`src/rtl/jogador_automatico.sv`:
```
// Automatic player for a memory game. It listens to the game's LED
// presentation, stores the shown sequence and replays it on the buttons
// once the game hands over to the player. In modo2 it also appends one
// generated value after each replay and replays the grown sequence.
// The current FSM state is always visible on db_estado.
module jogador_automatico #(
  parameter int PRESS_CYCLES = 3,
  parameter int GAP_CYCLES   = 2503,
  parameter int MAX_JOGADAS  = 16
) (
  input  logic       clock,
  input  logic       reset,
  input  logic       habilitar,
  input  logic       modo2,
  input  logic [3:0] leds,
  input  logic       vez_jogador,
  input  logic       ganhou,
  input  logic       perdeu,
  output logic [3:0] botoes,
  output logic [4:0] tamanho,
  output logic       ocupado,
  output logic       erro_captura,
  output logic [3:0] db_estado
);

  localparam int MAX_CNT = (PRESS_CYCLES > GAP_CYCLES) ? PRESS_CYCLES : GAP_CYCLES;
  localparam int CW      = (MAX_CNT > 1) ? $clog2(MAX_CNT) : 1;
  localparam logic [CW-1:0] PRESS_LAST = CW'(PRESS_CYCLES - 1);
  localparam logic [CW-1:0] GAP_LAST   = CW'(GAP_CYCLES - 1);
  localparam logic [CW-1:0] CNT_ONE    = CW'(1);
  localparam logic [4:0]    MAX_TAM    = 5'(MAX_JOGADAS);

  typedef enum logic [3:0] {
    OCIOSO    = 4'd0,
    CAPTURA   = 4'd1,
    PREPARA   = 4'd2,
    PRESSIONA = 4'd3,
    INTERVALO = 4'd4,
    GRAVA     = 4'd5,
    ESPERA    = 4'd6,
    FIM       = 4'd7
  } estado_t;

  estado_t       state_q, state_d;
  logic [3:0]    botoes_q, botoes_d;
  logic [4:0]    tamanho_q, tamanho_d;
  logic [3:0]    rd_ptr_q, rd_ptr_d;
  logic [1:0]    g_q, g_d;
  logic          modo2_q, modo2_d;
  logic          erro_q, erro_d;
  logic          first_q, first_d;      // next LED event starts a new presentation
  logic          grava_gap_q, grava_gap_d;
  logic [CW-1:0] cnt_q, cnt_d;
  logic [3:0]    leds_prev_q;

  logic [3:0]    mem [MAX_JOGADAS];
  logic          mem_we;
  logic [3:0]    mem_addr;
  logic [3:0]    mem_wdata;

  logic          led_event;
  logic          leds_onehot;
  logic [4:0]    base_tam;
  logic [4:0]    rd_next;
  logic [3:0]    novo;

  // Next-state, datapath updates and registered button value.
  always_comb begin
    state_d     = state_q;
    botoes_d    = 4'b0000;
    tamanho_d   = tamanho_q;
    rd_ptr_d    = rd_ptr_q;
    g_d         = g_q;
    modo2_d     = modo2_q;
    erro_d      = erro_q;
    first_d     = first_q;
    grava_gap_d = 1'b0;
    cnt_d       = '0;
    mem_we      = 1'b0;
    mem_addr    = tamanho_q[3:0];
    mem_wdata   = leds;
    led_event   = (leds != 4'b0000) && (leds_prev_q == 4'b0000) && !vez_jogador;
    leds_onehot = (leds != 4'b0000) && ((leds & (leds - 4'b0001)) == 4'b0000);
    base_tam    = first_q ? 5'd0 : tamanho_q;
    rd_next     = {1'b0, rd_ptr_q} + 5'd1;
    novo        = 4'b0001 << g_q;

    if (!habilitar) begin
      state_d = OCIOSO;
    end else if ((state_q != OCIOSO) && (ganhou || perdeu)) begin
      state_d = FIM;
    end else begin
      case (state_q)
        OCIOSO: begin
          state_d   = CAPTURA;
          modo2_d   = modo2;
          tamanho_d = 5'd0;
          rd_ptr_d  = 4'd0;
          g_d       = 2'd0;
          erro_d    = 1'b0;
          first_d   = 1'b1;
        end
        CAPTURA: begin
          if (led_event) begin
            first_d = 1'b0;
            if (leds_onehot && (base_tam < MAX_TAM)) begin
              mem_we    = 1'b1;
              mem_addr  = base_tam[3:0];
              mem_wdata = leds;
              tamanho_d = base_tam + 5'd1;
            end else begin
              tamanho_d = base_tam;
              erro_d    = 1'b1;
            end
          end else if (vez_jogador) begin
            if (tamanho_q != 5'd0) begin
              state_d = PREPARA;
            end else begin
              erro_d  = 1'b1;
              state_d = ESPERA;
            end
          end
        end
        PREPARA: begin
          rd_ptr_d = 4'd0;
          if (cnt_q == GAP_LAST) state_d = PRESSIONA;
          else cnt_d = cnt_q + CNT_ONE;
        end
        PRESSIONA: begin
          if (cnt_q == PRESS_LAST) state_d = INTERVALO;
          else cnt_d = cnt_q + CNT_ONE;
        end
        INTERVALO: begin
          if (cnt_q == GAP_LAST) begin
            if (rd_next < tamanho_q) begin
              rd_ptr_d = rd_next[3:0];
              state_d  = PRESSIONA;
            end else if (modo2_q && (tamanho_q < MAX_TAM)) begin
              state_d = GRAVA;
            end else begin
              state_d = ESPERA;
            end
          end else begin
            cnt_d = cnt_q + CNT_ONE;
          end
        end
        GRAVA: begin
          // Press phase shows the generated value; the value is committed
          // when the press ends, then the trailing gap runs.
          if (!grava_gap_q) begin
            if (cnt_q == PRESS_LAST) begin
              grava_gap_d = 1'b1;
              mem_we      = 1'b1;
              mem_addr    = tamanho_q[3:0];
              mem_wdata   = novo;
              tamanho_d   = tamanho_q + 5'd1;
              g_d         = g_q + 2'd1;
            end else begin
              cnt_d = cnt_q + CNT_ONE;
            end
          end else begin
            if (cnt_q == GAP_LAST) begin
              state_d = ESPERA;
            end else begin
              grava_gap_d = 1'b1;
              cnt_d       = cnt_q + CNT_ONE;
            end
          end
        end
        ESPERA: begin
          if (!vez_jogador) begin
            state_d = CAPTURA;
            first_d = 1'b1;
          end else if (modo2_q) begin
            if (cnt_q == GAP_LAST) state_d = PREPARA;
            else cnt_d = cnt_q + CNT_ONE;
          end
        end
        FIM: begin
          state_d = FIM;
        end
        default: begin
          state_d = OCIOSO;
        end
      endcase
    end

    case (state_d)
      PRESSIONA: botoes_d = mem[rd_ptr_d];
      GRAVA:     botoes_d = grava_gap_d ? 4'b0000 : novo;
      default:   botoes_d = 4'b0000;
    endcase
  end

  // State and datapath registers; reset wins over every input.
  always_ff @(posedge clock) begin
    if (reset) begin
      state_q     <= OCIOSO;
      botoes_q    <= 4'b0000;
      tamanho_q   <= 5'd0;
      rd_ptr_q    <= 4'd0;
      g_q         <= 2'd0;
      modo2_q     <= 1'b0;
      erro_q      <= 1'b0;
      first_q     <= 1'b0;
      grava_gap_q <= 1'b0;
      cnt_q       <= '0;
      leds_prev_q <= 4'b0000;
    end else begin
      state_q     <= state_d;
      botoes_q    <= botoes_d;
      tamanho_q   <= tamanho_d;
      rd_ptr_q    <= rd_ptr_d;
      g_q         <= g_d;
      modo2_q     <= modo2_d;
      erro_q      <= erro_d;
      first_q     <= first_d;
      grava_gap_q <= grava_gap_d;
      cnt_q       <= cnt_d;
      leds_prev_q <= leds;
    end
  end

  // Sequence memory; contents are not cleared by reset.
  always_ff @(posedge clock) begin
    if (mem_we && !reset) begin
      mem[mem_addr] <= mem_wdata;
    end
  end

  assign botoes       = botoes_q;
  assign tamanho      = tamanho_q;
  assign erro_captura = erro_q;
  assign db_estado    = state_q;
  assign ocupado      = (state_q != OCIOSO) && (state_q != FIM);

endmodule

```
`config.mk`:
```
export PLATFORM = sky130hd
export DESIGN_NAME = jogador_automatico
export DESIGN_NICKNAME = d
export VERILOG_FILES = /design/src/rtl/jogador_automatico.sv
export SDC_FILE = /design/constraint.sdc
export NUM_CORES = 1
export LEC_CHECK = 0
export BUFFER_PORTS_ARGS = -buffer_cell sky130_fd_sc_hd__buf_2
export CORE_MARGIN = 5
export CORE_UTILIZATION = 40
export DETAILED_ROUTE_END_ITERATION = 16
export GPL_TIMING_DRIVEN = 0
export SLEW_MARGIN = 10
export SYNTH_ARGS = -nofsm -noshare
export SYNTH_HDL_FRONTEND = slang
export SYNTH_SLANG_ARGS = --single-unit
```
`constraint.sdc`:
```
create_clock -name clock -period 7.8 [get_ports clock]
set_clock_uncertainty 0.05 [all_clocks]
set_input_delay 1.17 -clock clock [delete_from_list [all_inputs] [get_ports clock]]
set_output_delay 1.17 -clock clock [all_outputs]
set_load 0.1 [all_outputs]
```
==> results of run 1 <==
[where the power goes]
group | internal [mW] | switching [mW]
registers | 0.581 | 0.00318
logic | 0.0199 | 0.0635
clock network | 0.261 | 0.202
[critical path: stages]
cell	delay, ps
buf_2	150
or4_1	540
nor3_1	440
o2111ai_1	270
nor3_1	480
o21ai_0	380
nor2_1	490
[metal layers]
layer  GRT usage [%]  share of wire [%]  wire, um  vias to the layer above
met4            4.11               0.86       104                        0
li1                -                  -         -                     1859
met3            4.04                4.7       564                       14
met1            22.3                 46      5620                     1866
met5               0                  0         0                        -
met2            28.2                 48      5830                      104
[cell families after synthesis]
kind of cell    synth area share (%)
xor+xnor                        2.69
mux                             9.87
compound gates                  12.0
flops                           52.0
fa+ha+maj                       3.78
buf+inv                         3.46
simple gates                    16.1
other cells                   0.0721
[area by class of cell]
cell class                 count  area (sq um)  share of cell area (%)
clock inverter                 5          65.1                    1.11
multi-input combinational    345          2320                    39.7
timing repair buffer          23           115                    1.97
buffer                        20           116                    1.99
tap                          172           215                    3.69
inverter                      17          63.8                    1.09
sequential                   103          2700                    46.3
clock buffer                  11           243                    4.16
[path summary, 6_finish.rpt]
check / endpoint / from / depth (start not counted)
max reg2reg: botoes[3] / tamanho[2] / 12
min: cnt_q[0] / cnt_q[0] / 1
min reg2reg: cnt_q[0] / cnt_q[0] / 1
max: mem[8][0] / vez_jogador / 7
[registers in the layout, indices dropped and copies added, names as in the netlist]
name          cells
db_estado         4
grava_gap_q       1
first_q           1
modo2_q           1
tamanho           5
erro_captura      1
botoes            4
cnt_q            12
mem              64
rd_ptr_q          4
g_q               2
leds_prev_q       4
[cells in the final DEF, fill, tap and decap left out, drive strengths merged, types with 12 or more instances in the layout]
master,netlist,final
a21oi,19,19
buf,9,32
clkbuf,11,22
dfxtp,39,39
edfxtp,64,64
ha,14,14
inv,17,18
mux2i,38,38
nand2,32,32
nand3,14,14
nor2,63,63
nor2b,12,12
o21ai,25,25
[per-stage QoR]
step	hold slack [ps]	power [mW]	area [sq um]	cells	setup WS (ps)
after floorplan	380	0.657	5200	485	4090
after global placement	398	0.679	5530	680	3560
after detailed placement	406	0.679	5530	680	3560
after CTS	420	1.14	5840	696	3910
after global routing	438	1.17	5840	696	3680
final	416	1.13	5840	696	3810
==> flow_summary.toml, run 1 <==
[flow_run]
cap_violations = 0

[clocking]
path_clk_slew_ps = 70
cts_resized = 0
clk_latency_ps = 350
numCtsBuffers = 9
cts.sinks = 103
cts_hold_buf = 0
root_buffer = "clkbuf_16"
cts_tree = "yes"
htreeDepth = 3
post_cts_buffers = 0
cts_buffer_depth = 2

[finish]
finish.utilization_pct = 46.1
layout-drive-gt1-share_pct = 12.8
areaGrowthSynthToFinish_pct = 12.3
fillers = 1243
n_antenna_cell = 0
layout.nets = 544

[synthesis]
syn_area_per_cell_sq_um = 10.7
synth_area_sq_um = 5200
synth-main-ff-cell = "edfxtp_1"
syn-num-nets = 510
synth_edf_count = 64
async_reset_ff_share_pct = 0
synth_top_cell_area_share_pct = 37.0
synth_commonest_cells = "64 x edfxtp_1, 63 x nor2_1, 39 x dfxtp_1"
syn_inst = 485
yosysMostFrequentCell = "edfxtp_1"
yosys_warnings = 0
synth.distinct_cells = 61
synthTopCellsByArea = "edfxtp_1 37%, dfxtp_1 15%, mux2i_1 7.1%"
seq_area_frac_synth_pct = 52.0
synth_area_leader_cell = "edfxtp_1"
ys_ff_latch = 103

[timing]
rsz0062_at_grt = "no"
finalSetupTns_ps = 0
final_max_slew_viol_count = 0
slew_headroom_pct = 51.2
finalCritPeriodShare_pct = 51.1
finalHoldViolCount = 0
timing.fmax_mhz = 251
min_period_ps = 3990
finalSetupViolations = 0
tightest_slew_ps = 723

[power]
powerDensity_nw_per_um2 = 194
worst_ir_drop_vdd_v = 0.000125
leakagePower_nw = 2.24

[worst_setup_path]
cp.required_ps = 7740
critPathLaunchType = "input pin"
r2r_setup_slack_ps = 4130
arrival_ps = 3930
critical_path_class = "input pin to register"
cp-end-kind = "register"
critPathMaxFanout = 7

[global_routing]
grt_usage_pct = 16.9
grt_pass1_vias = 3766
antenna_found_initial = 0
grt_first_pass_wirelength_mm = 19.8
globalRouteOverflowTotal = 0
grt_max_degree = 18

[min_path]
hp-class = "register to register"

[place]
routabilityCongestion = 0.914
dp_hpwl_mm = 9.04
port_buffers = 23

[routing]
dr.pass1.iters = 5
ant_nets = 0
dr.first_iter.drc_count = 358
via_per_inst = 5.52
vias = 3843
wl_per_cell_um = 17.4
drc = 0
totalWireLength_mm = 12.1

[die]
initial_core_util_pct = 41.0
coreArea_sq_um = 12700
die_h_um = 124
io_pins = 26
die-area_sq_um = 15400
num_rows = 41
die-width_um = 124

[run_status]
status = "completed"
Note: power is estimated with default switching activity, not from simulation.
==> run 2, diff against run 1 <==
clock period = 3.85 ns   (was 7.8 ns; I/O delays follow)
==> run 2 against run 1 <==
  * Non-clock buffer count fell by 1
  * Wire length about the same
  * Critical path depth grew 5
  * Via count down 0.13%
  * Clock power rose by 100%
  * Die area is the same
  * Total power rose by 100%
  * Register-to-register slack worse by 3900 ps
  * Hold slack got worse by 2.7 ps
  * Sequential power grew 100%
  * Sequential cell count unchanged
  * Sequential share of layout area hardly changed
  * Critical path type is now register to register
  * Critical endpoint is now botoes[3]
  * Highest routed layer unchanged
==> flow_summary.toml, run 2 (same netlist as run 1, synthesis figures left out) <==
[run_status]
status = "completed"

[clocking]
root_buffer = "clkbuf_16"
clk_latency_ps = 350
numCtsBuffers = 9
path_clk_slew_ps = 70
cts_hold_buf = 0
cts.sinks = 103
htreeDepth = 3
cts_tree = "yes"
cts_resized = 0
post_cts_buffers = 0
cts_buffer_depth = 2

[global_routing]
antenna_found_initial = 0
grt_pass1_vias = 3766
grt_max_degree = 18
grt_usage_pct = 16.9
grt_first_pass_wirelength_mm = 19.8
globalRouteOverflowTotal = 0

[routing]
ant_nets = 0
via_per_inst = 5.52
totalWireLength_mm = 12.1
dr.first_iter.drc_count = 444
dr.pass1.iters = 5
wl_per_cell_um = 17.4
vias = 3838
drc = 0

[die]
die_h_um = 124
die-width_um = 124
initial_core_util_pct = 41.0
coreArea_sq_um = 12700
io_pins = 26
num_rows = 41
die-area_sq_um = 15400

[timing]
min_period_ps = 3580
final.setup.worst_slack_ps = 272
finalSetupViolations = 0
timing.fmax_mhz = 279
finalHoldViolCount = 0
final_max_slew_viol_count = 0
tightest_slew_ps = 730
slew_headroom_pct = 50.6
finalSetupTns_ps = 0
rsz0062_at_grt = "no"
finalCritPeriodShare_pct = 92.9

[power]
worst_ir_drop_vdd_v = 0.000254
power_mw = 2.29
leakagePower_nw = 2.24
powerDensity_nw_per_um2 = 393

[min_path]
hp-class = "register to register"

[worst_setup_path]
crit_top_cell = "ha_1"
cp.required_ps = 4000
slowest_delay_ps = 370
cp-end-kind = "register"
arrival_ps = 3730
crit_chain = "ha_1, xor2_1, ha_1, a21o_1, a31oi_1, o211ai_1, a21o_2, mux2i_4, buf_6, mux2_4, a221oi_1, o221ai_1"
crit_path_top_delay_cell = "dfxtp_1"
critPathMaxFanout = 10
critPathLaunchType = "register"
critical_path_class = "register to register"

[finish]
areaGrowthSynthToFinish_pct = 12.2
largest_reg_flops = 64
n_antenna_cell = 0
layout_common_cells = "64 x edfxtp_1, 63 x nor2_1, 39 x dfxtp_1"
largest_register = "mem"
fillers = 1244
layout.nets = 543
layout-drive-gt1-share_pct = 12.8
final_common_cell = "edfxtp_1"

[place]
dp_slack_ps = 158
port_buffers = 23
routabilityCongestion = 0.914
dp_hpwl_mm = 9.04

[flow_run]
cap_violations = 0
## run 2: metal layers
| metal | wire [um] | part of all wire (%) | GRT usage (%) |
|---|---|---|---|
| met5 | 0 | 0 | 0 |
| met4 | 99 | 0.82 | 4.11 |
| met3 | 610 | 5.0 | 4.04 |
| met2 | 5830 | 48 | 28.2 |
| met1 | 5570 | 46 | 22.3 |
## run 2: where the power goes
group	total [mW]	internal (mW)	switching [mW]
sequential	1.18	1.18	0.00633
clock	0.942	0.528	0.414
combinational	0.169	0.0403	0.129
total	2.29	1.75	0.549
## run 2: final cells by class
type	count	area [sq um]	share of cell area, %
clock inverters	5	65.1	1.12
repair buffers	23	115	1.97
well taps	172	215	3.69
plain buffers	19	113	1.93
multi-input cells	345	2320	39.7
clock buffers	11	243	4.16
inverters	17	63.8	1.09
flip-flops and latches	103	2700	46.3
## run 2: path summary, 6_finish.rpt
check	cells after the start	slack [ps]	from	endpoint
max	12	270	rd_ptr_q[1]	botoes[3]
max reg2reg	12	270	rd_ptr_q[1]	botoes[3]
min	1	410	cnt_q[0]	cnt_q[0]
min reg2reg	1	410	cnt_q[0]	cnt_q[0]
## run 2: worst max-delay path: cells and delay by family (launching register included)
kind / cells / cell delay, ps
muxes: 2 / 560
DFF: 1 / 370
adders and majority gates: 2 / 500
buffers and inverters: 1 / 220
xor gates and xnor gates: 1 / 190
AOI/OAI and AO/OA: 6 / 1520
## run 2: metrics by stage
stage	area [sq um]	cells	hold slack, ps	util, %
floorplan	5200	485	380	-
global placement	5530	680	398	43.6
detailed placement	5530	680	406	43.6
CTS	5840	696	412	46.1
global route	5830	695	438	46.0
finish	5830	695	413	46.0
